==> src/rtl/nonrestoring_divider_pkg.sv <==
// Shared definitions for the non-restoring divider: FSM state encoding and default width.
package nonrestoring_divider_pkg;

  localparam int DEFAULT_WIDTH = 8;

  typedef enum logic [1:0] {
    S_IDLE = 2'd0,
    S_RUN  = 2'd1,
    S_FIX  = 2'd2,
    S_DONE = 2'd3
  } state_t;

endpackage

==> src/rtl/nonrestoring_divider_addsub.sv <==
// Combinational adder/subtractor: o_sum = i_a + i_b when i_sub=0, i_a - i_b when i_sub=1.
module nonrestoring_divider_addsub #(
  parameter int N = 9
) (
  input  logic [N-1:0] i_a,
  input  logic [N-1:0] i_b,
  input  logic         i_sub,
  output logic [N-1:0] o_sum
);

  assign o_sum = i_a + (i_b ^ {N{i_sub}}) + {{(N-1){1'b0}}, i_sub};

endmodule

==> src/rtl/nonrestoring_divider.sv <==
// Sequential unsigned radix-2 non-restoring divider with start/busy/done handshake.
// Handshake: start is sampled only in IDLE or DONE; busy covers RUN/FIX; done is a one-cycle result-valid pulse.
module nonrestoring_divider
  import nonrestoring_divider_pkg::*;
#(
  parameter int WIDTH = DEFAULT_WIDTH
) (
  input  logic             clk,
  input  logic             rst,
  input  logic             start,
  input  logic [WIDTH-1:0] dividend,
  input  logic [WIDTH-1:0] divisor,
  output logic             busy,
  output logic             done,
  output logic [WIDTH-1:0] quotient,
  output logic [WIDTH-1:0] remainder,
  output logic             div_by_zero,
  output state_t           o_dbg_state
);

  localparam int CW = (WIDTH > 2) ? $clog2(WIDTH) : 1;

  state_t           r_state;
  state_t           w_next;
  logic [WIDTH:0]   r_rem;
  logic [WIDTH-1:0] r_q;
  logic [WIDTH-1:0] r_d;
  logic [CW-1:0]    r_cnt;
  logic [WIDTH-1:0] r_quot;
  logic [WIDTH-1:0] r_remout;
  logic             r_dbz;

  logic             w_accept;
  logic             w_zero;
  logic             w_last;
  logic [WIDTH:0]   w_a;
  logic [WIDTH:0]   w_sum;
  logic [WIDTH:0]   w_fix;
  logic             w_sub;

  assign w_accept = start && ((r_state == S_IDLE) || (r_state == S_DONE));
  assign w_zero   = (divisor == '0);
  assign w_last   = (r_cnt == CW'(WIDTH - 1));

  // One shared adder: RUN feeds the shifted remainder, FIX feeds R unchanged and always adds.
  always_comb begin
    w_a   = r_rem;
    w_sub = 1'b0;
    if (r_state == S_RUN) begin
      w_a   = {r_rem[WIDTH-1:0], r_q[WIDTH-1]};
      w_sub = ~r_rem[WIDTH];
    end
  end

  nonrestoring_divider_addsub #(.N(WIDTH + 1)) u_addsub (
    .i_a   (w_a),
    .i_b   ({1'b0, r_d}),
    .i_sub (w_sub),
    .o_sum (w_sum)
  );

  assign w_fix = r_rem[WIDTH] ? w_sum : r_rem;

  always_comb begin
    w_next = r_state;
    case (r_state)
      S_IDLE, S_DONE: begin
        if (w_accept) w_next = w_zero ? S_DONE : S_RUN;
        else          w_next = S_IDLE;
      end
      S_RUN:   if (w_last) w_next = S_FIX;
      S_FIX:   w_next = S_DONE;
      default: w_next = S_IDLE;
    endcase
  end

  always_ff @(posedge clk) begin
    if (rst) r_state <= S_IDLE;
    else     r_state <= w_next;
  end

  always_ff @(posedge clk) begin
    if (rst) begin
      r_rem    <= '0;
      r_q      <= '0;
      r_d      <= '0;
      r_cnt    <= '0;
      r_quot   <= '0;
      r_remout <= '0;
      r_dbz    <= 1'b0;
    end else begin
      case (r_state)
        S_IDLE, S_DONE: begin
          if (w_accept) begin
            if (w_zero) begin
              r_quot   <= '1;
              r_remout <= dividend;
              r_dbz    <= 1'b1;
            end else begin
              r_d   <= divisor;
              r_q   <= dividend;
              r_rem <= '0;
              r_cnt <= '0;
              r_dbz <= 1'b0;
            end
          end
        end
        S_RUN: begin
          r_rem <= w_sum;
          r_q   <= {r_q[WIDTH-2:0], ~w_sum[WIDTH]};
          r_cnt <= r_cnt + CW'(1);
        end
        S_FIX: begin
          r_rem    <= w_fix;
          r_quot   <= r_q;
          r_remout <= w_fix[WIDTH-1:0];
        end
        default: ;
      endcase
    end
  end

  assign busy        = (r_state == S_RUN) || (r_state == S_FIX);
  assign done        = (r_state == S_DONE);
  assign quotient    = r_quot;
  assign remainder   = r_remout;
  assign div_by_zero = r_dbz;
  assign o_dbg_state = r_state;

endmodule

==> config.mk <==
export PLATFORM = sky130hd
export DESIGN_NAME = nonrestoring_divider
export DESIGN_NICKNAME = d
export VERILOG_FILES = /design/src/rtl/nonrestoring_divider_pkg.sv /design/src/rtl/nonrestoring_divider_addsub.sv /design/src/rtl/nonrestoring_divider.sv
export SDC_FILE = /design/constraint.sdc
export NUM_CORES = 1
export LEC_CHECK = 0
export BUFFER_PORTS_ARGS = -buffer_cell sky130_fd_sc_hd__buf_2
export CAP_MARGIN = 5
export CORE_MARGIN = 2
export CORE_UTILIZATION = 40
export CTS_CLUSTER_SIZE = 28
export DETAILED_ROUTE_END_ITERATION = 6
export SLEW_MARGIN = 20
export SYNTH_ARGS = -nofsm -noshare
export SYNTH_HDL_FRONTEND = slang
export SYNTH_SLANG_ARGS = --single-unit
==> constraint.sdc <==
create_clock -name clk -period 6.7 [get_ports clk]
set_input_delay 0.67 -clock clk [delete_from_list [all_inputs] [get_ports clk]]
set_output_delay 0.67 -clock clk [all_outputs]
set_load 0.005 [all_outputs]
==> results of run 1 <==
[critical path: cells and delay by family, from the launching register on]
kind | cells | cell delay, ns
AOI/OAI and AO/OA | 4 | 0.63
adders and majority gates | 2 | 0.63
DFF | 1 | 0.41
buffers and inverters | 2 | 0.45
and+or+nand+nor | 2 | 0.55
xor gates and xnor gates | 2 | 0.50
[routing by layer]
metal,vias up,GRT usage [%]
met5,-,0
met4,0,5.03
met3,8,4.45
met2,56,29.6
met1,1126,27.4
li1,1205,-
[through the flow]
stage	cells	utilization (%)	setup WS [ns]	cell area, µm²
after detailed placement	420	44.3	3.43	2990
after floorplan	318	-	3.60	2770
after CTS	428	45.9	3.40	3100
after global routing	428	45.9	3.05	3100
after global placement	420	44.3	3.47	2990
final	428	45.9	3.39	3100
[final cells by class]
class                   count  area, µm²
clock buffers               5       68.8
clock inverters             3       43.8
fillers                   682       3650
inverters                   9       33.8
multi-input cells         242       1700
flip-flops and latches     47        941
well taps                  80        100
repair buffers             42        218
[flip-flops by register name, indices dropped and copies added, names as in the netlist]
signal / flops
r_cnt: 3
r_rem: 9
r_d: 8
r_q: 8
quotient: 8
div_by_zero: 1
remainder: 8
o_dbg_state: 2
[power by group through the flow]
stage	Clock [mW]	Sequential, mW	Combinational, mW
floorplan	0	0.393	0.508
global placement	0	0.407	0.652
detailed placement	0	0.408	0.652
CTS	0.220	0.402	0.654
global route	0.236	0.410	0.734
finish	0.216	0.401	0.655
[cell usage after synthesis (all sizes together) (5+ instances only)]
cell    instances  area share [%]
a311oi          6             2.1
dfxtp          47              34
xnor2           9             2.8
clkbuf         10             1.4
nand2          17             2.3
a21oi          22             4.1
nor2           46             6.3
nor2b           5             1.1
mux2i          17             6.1
inv             9             1.2
nor3           14             2.5
a211oi          7             1.9
nand3           6             1.1
buf            10             2.2
mux2            9             3.8
ha             12             5.4
nand2b          5             1.1
xor2            5             1.6
o21ai           7             1.7
nor3b           9             2.6
a22oi           5             1.4
[cell families after synthesis]
kind of cell	Yosys count	synth area share [%]
AO/OA/AOI/OAI	72	19.5
XOR/XNOR	14	4.42
adder cells (fa/ha/maj)	13	6.14
buffers and inverters	29	4.79
flip-flops	47	34.0
multiplexers	26	9.93
AND/OR/NAND/NOR	117	21.3
[how the worst min path moves through the flow]
| stage | startpoint | to | slack [ns] |
|---|---|---|---|
| floorplan | r_cnt[1] | r_cnt[1] | 0.44 |
| CTS | remainder[2] | remainder[2] | 0.46 |
| finish | remainder[2] | remainder[2] | 0.45 |
| global route | remainder[2] | remainder[2] | 0.48 |
| detailed placement | remainder[2] | remainder[2] | 0.44 |
| global placement | remainder[2] | remainder[2] | 0.44 |
==> impl_metrics.json, run 1 <==
{
  "area_growth_pct": 12.0,
  "cts_htree_levels": 2,
  "crit_start": "o_dbg_state[0]",
  "die_w_um": 87.2,
  "leakage_nw": 1.24,
  "antenna_cells": 0,
  "ir_drop_mv": 0.188,
  "cts.sinks": 47,
  "yosysWarnings": 0,
  "crit_end": "r_rem[8]",
  "reg2reg_depth": 12,
  "clock_power_share_pct": 17.0,
  "dp.final_hpwl_mm": 4.93,
  "min_period_ns": 3.31,
  "numPortBuffers": 39,
  "core_area_um2": 6760,
  "powerDensity_nw_per_um2": 410,
  "dr_wl_met2_mm": 2.99,
  "drive_gt1_share_pct": 20.1,
  "top_layer_used": "met4",
  "start_util_pct": 41.0,
  "grt_pass1_vias": 2279,
  "postCtsHoldBufs": 0,
  "hold_viol_final": 0,
  "gp_congestion": 0.916,
  "critPathLaunchType": "flop",
  "die_area_um2": 7610,
  "r2r-start": "o_dbg_state[0]",
  "holdPathStages": 2,
  "crit_path_max_incr_delay_ns": 0.46,
  "netSwitchingFraction_pct": 43.6,
  "maxSlewViolCount": 0,
  "drc": 0,
  "p_sw_mw": 0.554,
  "rsz0062_at_grt": "no",
  "max_freq_mhz": 302,
  "fin_skew_ns": 0.00386,
  "relSlewSlack_pct": 39.9,
  "yosys_register_bits": 47,
  "die_height_um": 87.2,
  "cts_root_buf": "clkbuf_8",
  "wl_per_cell_um": 16.1,
  "critPathKind": "flop to flop",
  "p_total_mw": 1.27,
  "power.share.sequential_pct": 31.5,
  "io-pin-count": 40,
  "r2r_setup_slack_ns": 3.39,
  "post_cts_buffers": 0,
  "status": "finished clean",
  "period_share_pct": 49.4,
  "synth_ff_type": "dfxtp_1",
  "synth_cell_types": 61,
  "wl_met1_mm": 3.54,
  "track_usage_pct": 19.3,
  "critPathArrivalTime_ns": 3.48,
  "clk-insertion-delay-late_ns": 0.31,
  "seq_area_frac_synth_pct": 34.0,
  "synth_fp_nets": 350,
  "whs_ns": 0.454,
  "endpoint_kind": "flop",
  "cts_made_buffers": 5,
  "layout.nets": 379,
  "drt-initial-drc-count": 169,
  "pwr-share-comb_pct": 51.5,
  "drtPass1Iterations": 4,
  "cts_tree": "done",
  "critPathMaxFanout": 31,
  "gr-total-overflow": 0,
  "antenna_found_initial": 0,
  "tightest_slew_ns": 0.902,
  "routed_wl_mm": 6.89,
  "layout_common_cells": "dfxtp_1, nor2_1, buf_2",
  "crit_chain": "ha_1 > buf_4 > nand2_1 > xnor2_1 > inv_1 > fa_1 > nor2b_1 > o31a_1 > o21a_1 > o41a_1 > xor2_1 > o32ai_1",
  "num_rows": 30,
  "setup_tns_ns": 0,
  "synthArstFlopShare_pct": 0,
  "clock_path_buffers": 2,
  "layout_commonest_cell": "dfxtp_1",
  "crit-reg2reg-capture": "r_rem[8]",
  "via_count": 2395,
  "grt_pass1_wl_mm": 11.4,
  "hold_class": "flop to flop",
  "cp_slowest_cell": "fa_1",
  "antenna_left": 0,
  "grt_max_degree": 49,
  "synth-edff-count": 0,
  "clk_pin_slew_ns": 0.09,
  "setup_violations": 0,
  "synthCells": 318,
  "route.met3.wl_um": 277,
  "vias_per_cell": 5.60,
  "intPower_mw": 0.717,
  "cts_resized": 0,
  "cap_viol_max_count": 0,
  "synth_area_um2": 2770,
  "syn_avg_cell_area_um2": 8.72,
  "crit_required_ns": 6.87
}
Note: power is estimated with default switching activity, not from simulation.
==> inputs of run 2 (changes only) <==
--- a/config.mk
+++ b/config.mk
@@ -5,6 +5,7 @@
 export SDC_FILE = /design/constraint.sdc
 export NUM_CORES = 1
 export LEC_CHECK = 0
+export ABC_AREA = 1
 export BUFFER_PORTS_ARGS = -buffer_cell sky130_fd_sc_hd__buf_2
 export CAP_MARGIN = 5
 export CORE_MARGIN = 2
==> constraint.sdc (replaced) <==
create_clock -name clk -period 2.8 [get_ports clk]
set_input_delay 0.28 -clock clk [delete_from_list [all_inputs] [get_ports clk]]
set_output_delay 0.28 -clock clk [all_outputs]
set_load 0.005 [all_outputs]
==> impl_metrics.json, run 2 <==
{
  "status": "finished clean",
  "leakage_nw": 1.36,
  "dp.final_hpwl_mm": 5.01,
  "clock_path_buffers": 2,
  "p_total_mw": 2.97,
  "cts_made_buffers": 5,
  "largest_reg_flops": 9,
  "clk-insertion-delay-late_ns": 0.30,
  "die_w_um": 85.3,
  "seq_area_frac_synth_pct": 35.6,
  "numPortBuffers": 39,
  "yosys.area_share.simple_pct": 23.1,
  "layout_commonest_cell": "nand2_1",
  "setup_tns_ns": 0,
  "setup_ws_ns": 0.320,
  "layout_common_cells": "nand2_1, dfxtp_1, a21oi_1",
  "drt-initial-drc-count": 105,
  "cts_tree": "done",
  "crit_path_max_incr_delay_ns": 0.40,
  "yosys.area.top_type": "dfxtp_1",
  "rsz0062_at_grt": "no",
  "cts_root_buf": "clkbuf_8",
  "fin_skew_ns": 0.00702,
  "tightest_slew_ns": 0.790,
  "synth_xor_area_share_pct": 3.98,
  "critPathMaxFanout": 17,
  "antenna_left": 0,
  "cts_resized": 0,
  "crit_top_cell": "nand2_1",
  "yosys-top-cells-area": "dfxtp_1, nand2_1, a21oi_1",
  "dp_slack_ns": 0.101,
  "num_rows": 29,
  "die_area_um2": 7280,
  "synth_fa_ha_area_share_pct": 6.44,
  "start_util_pct": 41.4,
  "grt_max_degree": 30,
  "drc": 0,
  "ir_drop_mv": 0.601,
  "syn_avg_cell_area_um2": 6.88,
  "grt_pass1_vias": 2442,
  "synth_most_common_cell": "nand2_1",
  "drtPass1Iterations": 4,
  "period_share_pct": 88.6,
  "synth_commonest_cells": "nand2_1, dfxtp_1, a21oi_1",
  "synth_fp_nets": 416,
  "critPathLaunchType": "flop",
  "n_fill_cell": 672,
  "cp_num_buf_inv": 4,
  "grt_pass1_wl_mm": 11.4,
  "min_period_ns": 2.48,
  "maxSlewViolCount": 0,
  "synth_compound_area_share_pct": 22.1,
  "drive_gt1_share_pct": 16.4,
  "io-pin-count": 40,
  "critPathKind": "flop to flop",
  "synth_area_um2": 2640,
  "regMostFlops": "r_rem",
  "wl_per_cell_um": 13.6,
  "synth-edff-count": 0,
  "cp_slowest_cell": "dfxtp_1",
  "synth.area.mux_share_pct": 0,
  "area_growth_pct": 14.3,
  "post_cts_buffers": 0,
  "yosysWarnings": 0,
  "crit_required_ns": 3.03,
  "max_freq_mhz": 403,
  "routed_wl_mm": 6.77,
  "clk_pin_slew_ns": 0.09,
  "postCtsHoldBufs": 0,
  "gp_congestion": 0.864,
  "multi_input_area_um2": 1480,
  "critPathArrivalTime_ns": 2.71,
  "cts.sinks": 47,
  "gr-total-overflow": 0,
  "worst_path_dominant_cell_family": "simple AND/OR/NAND/NOR gates",
  "hold_viol_final": 0,
  "via_count": 2610,
  "core_area_um2": 6390,
  "synth_cell_types": 33,
  "register_area_um2": 942,
  "die_height_um": 85.3,
  "layout.nets": 454,
  "antenna_cells": 0,
  "hold_class": "input port to flop",
  "powerDensity_nw_per_um2": 983,
  "vias_per_cell": 5.23,
  "relSlewSlack_pct": 47.3,
  "setup_violations": 0,
  "cap_viol_max_count": 0,
  "synthArstFlopShare_pct": 0,
  "synth_top_family_by_area": "simple AND/OR/NAND/NOR gates",
  "synth_ff_type": "dfxtp_1",
  "cts_htree_levels": 2,
  "track_usage_pct": 19.3,
  "antenna_found_initial": 0,
  "endpoint_kind": "flop",
  "synthCells": 384,
  "crit_chain": "ha_2 > buf_4 > inv_2 > nand2_1 > o21ai_0 > ha_1 > nand2_1 > inv_1 > nand3_1 > nand2_1 > nand2_1 > nand2_1 > nand2_1 > nand3_1 > nand2_1 > inv_1 > a21oi_1",
  "synth_top_area_share_pct": 35.6,
  "yosys_register_bits": 47
}
==> run 2: per-layer routing <==
layer	GRT usage, %	up-vias	part of all wire, %
li1	-	1350	-
met1	26.9	1183	47
met2	31.5	73	46
met3	3.21	4	5.8
met4	4.33	0	0.71
met5	0	-	0
==> run 2: worst min-delay path: cells and delay by family <==
family                 cells  cell delay [ns]
and+or+nand+nor            2             0.12
buffers and inverters      1             0.08
==> run 2: logic make-up after synthesis <==
logic type	after synthesis
simple gates	146
fa+ha+maj	13
buf+inv	55
compound gates	111
flops	47
xor+xnor	12
==> run 2: worst paths after layout <==
check / from / to / slack [ns] / cells past startpoint
min: divisor[7] / r_d[7] / 0.22 / 3
min reg2reg: quotient[1] / quotient[1] / 0.46 / 2
max reg2reg: o_dbg_state[0] / r_rem[5] / 0.32 / 17
max: o_dbg_state[0] / r_rem[5] / 0.32 / 17
==> run 2: where the power goes <==
part,internal (mW),switching [mW],total [mW]
Combinational,0.533,0.956,1.49
Clock,0.262,0.227,0.489
Sequential,0.866,0.127,0.993
Total,1.66,1.31,2.97
==> run 2: cell type report <==
type | count | area share [%]
Multi-Input combinational cell | 282 | 49.0
Timing Repair Buffer | 46 | 8.20
Tap cell | 77 | 3.19
Inverter | 40 | 5.05
Clock inverter | 1 | 0.993
Clock buffer | 6 | 2.40
Sequential cell | 47 | 31.2
==> run 2: metrics by stage <==
step	instance area [µm²]	instances	hold slack (ns)	util (%)
after CTS	3010	499	0.215	47.2
after global placement	2910	492	0.446	45.6
final	3020	499	0.221	47.3
after detailed placement	2910	492	0.450	45.6
after global routing	3020	499	0.229	47.3
after floorplan	2640	384	0.415	-
==> inputs of run 3 (changes only) <==
--- a/config.mk
+++ b/config.mk
@@ -10,6 +10,7 @@
 export CAP_MARGIN = 5
 export CORE_MARGIN = 2
 export CORE_UTILIZATION = 40
+export CTS_BUF_LIST = sky130_fd_sc_hd__clkbuf_2
 export CTS_CLUSTER_SIZE = 28
 export DETAILED_ROUTE_END_ITERATION = 6
 export SLEW_MARGIN = 20
==> constraint.sdc (replaced) <==
create_clock -name clk -period 2.8 [get_ports clk]
set_input_delay 0.14 -clock clk [delete_from_list [all_inputs] [get_ports clk]]
set_output_delay 0.14 -clock clk [all_outputs]
set_load 0.005 [all_outputs]
==> impl_metrics.json, run 3 (synthesis results as in run 2) <==
{
  "status": "finished clean",
  "pwr-share-comb_pct": 52.5,
  "layout.nets": 468,
  "netSwitchingFraction_pct": 45.8,
  "routed_wl_mm": 6.93,
  "powerDensity_nw_per_um2": 923,
  "crit_chain": "inv_1 > ha_2 > buf_4 > inv_2 > nand2_1 > nand3_1 > nand2_1 > fa_1 > inv_1 > nand3_1 > nand2_1 > xor2_2 > o21ai_1 > nand2_1 > nand2_1 > a21oi_1",
  "crit_top_cell": "nand2_1",
  "critPathArrivalTime_ns": 2.89,
  "grt_max_degree": 30,
  "relSlewSlack_pct": 47.1,
  "die_area_um2": 7280,
  "setup_violations": 0,
  "cts_tree": "done",
  "clock_path_buffers": 2,
  "p_total_mw": 2.88,
  "clk-insertion-delay-late_ns": 0.43,
  "largest_reg_flops": 9,
  "drc": 0,
  "p_sw_mw": 1.32,
  "vias_per_cell": 5.23,
  "critPathKind": "flop to flop",
  "track_usage_pct": 19.6,
  "die_w_um": 85.3,
  "leakage_nw": 1.40,
  "antenna_cells": 0,
  "start_util_pct": 41.4,
  "antenna_found_initial": 0,
  "cts.sinks": 47,
  "tightest_slew_ns": 0.793,
  "area_growth_pct": 18.1,
  "critPathMaxFanout": 17,
  "critPathLaunchType": "flop",
  "layout_commonest_cell": "nand2_1",
  "drtPass1Iterations": 5,
  "hold_viol_final": 0,
  "ir_drop_mv": 0.567,
  "dp.final_hpwl_mm": 5.01,
  "die_height_um": 85.3,
  "num_rows": 29,
  "setup_tns_ns": 0,
  "cap_viol_max_count": 0,
  "io-pin-count": 40,
  "drive_gt1_share_pct": 16.3,
  "hold_class": "input port to flop",
  "cp_num_buf_inv": 4,
  "whs_ns": 0.0122,
  "cp_slowest_cell": "dfxtp_2",
  "dp_slack_ns": 0.101,
  "post_cts_buffers": 0,
  "fin_util_pct": 48.9,
  "rsz0062_at_grt": "no",
  "worst_path_dominant_cell_family": "adder cells",
  "grt_pass1_wl_mm": 11.6,
  "via_count": 2685,
  "drt-initial-drc-count": 124,
  "fin_skew_ns": 0.0203,
  "gr-total-overflow": 0,
  "wl_per_cell_um": 13.5,
  "cts_htree_levels": 2,
  "clk_pin_slew_ns": 0.25,
  "max_freq_mhz": 397,
  "gp_congestion": 0.864,
  "core_area_um2": 6390,
  "period_share_pct": 90.0,
  "numPortBuffers": 39,
  "intPower_mw": 1.56,
  "min_period_ns": 2.52,
  "maxSlewViolCount": 0,
  "cts_made_buffers": 5,
  "antenna_left": 0,
  "setup_ws_ns": 0.281,
  "clock_power_share_pct": 13.1,
  "regMostFlops": "r_rem",
  "crit_path_max_incr_delay_ns": 0.42,
  "endpoint_kind": "flop",
  "grt_pass1_vias": 2488,
  "crit_required_ns": 3.17,
  "power.share.sequential_pct": 34.4,
  "layout_common_cells": "nand2_1, dfxtp_1, a21oi_1",
  "cts_root_buf": "clkbuf_2"
}
==> run 3: final timing paths <==
kind / from / end / slack [ns] / depth (start not counted)
setup / recovery: o_dbg_state[1] / r_rem[4] / 0.28 / 16
hold / removal: divisor[0] / r_d[0] / 0.01 / 3
setup reg to reg: o_dbg_state[1] / r_rem[4] / 0.28 / 16
hold reg to reg: quotient[1] / quotient[1] / 0.48 / 2
==> run 3: per-stage QoR <==
stage          instances  instance area (µm²)
6_report             513                 3120
5_1_grt              513                 3120
4_1_cts              513                 3110
3_5_place_dp         492                 2910
3_3_place_gp         492                 2910
2_1_floorplan        384                 2640
==> run 3: area by class of cell <==
| class | instances | area [µm²] |
|---|---|---|
| Clock buffer | 6 | 30.0 |
| Clock inverter | 1 | 30.0 |
| Fill cell | 663 | 3260 |
| Inverter | 40 | 153 |
| Multi-Input combinational cell | 282 | 1480 |
| Sequential cell | 47 | 943 |
| Tap cell | 77 | 96.3 |
| Timing Repair Buffer | 60 | 388 |
==> run 3: worst reg2reg max path, delay by kind of cell (launching register included) <==
family / cells / cell delay [ns]
DFF: 1 / 0.42
xor gates and xnor gates: 1 / 0.19
AOI/OAI and AO/OA: 2 / 0.22
adders and majority gates: 2 / 0.65
and+or+nand+nor: 7 / 0.52
buffers and inverters: 4 / 0.45
==> run 3: power groups by stage <==
stage	combinational [mW]	sequential, mW	clock, mW
after floorplan	1.08	0.986	0
after global placement	1.46	1.00	0
after detailed placement	1.47	1.00	0
after CTS	1.50	0.988	0.385
after global routing	1.70	1.02	0.409
final	1.51	0.993	0.377
==> run 3: what timing repair did <==
item                                   4_1_cts  5_1_grt
setup endpoints to repair                    0       12
hold buffers                                14        0
endpoints found under the hold margin       19        0
resized for setup                            0        6
==> run 3: routing by layer <==
metal  up-vias  track usage [%]  share of wire (%)
met5         -                0                  0
met4         0             5.34               0.92
met3         7             3.11                5.4
met2        87             32.0                 46
met1      1213             26.9                 48
li1       1378                -                  -
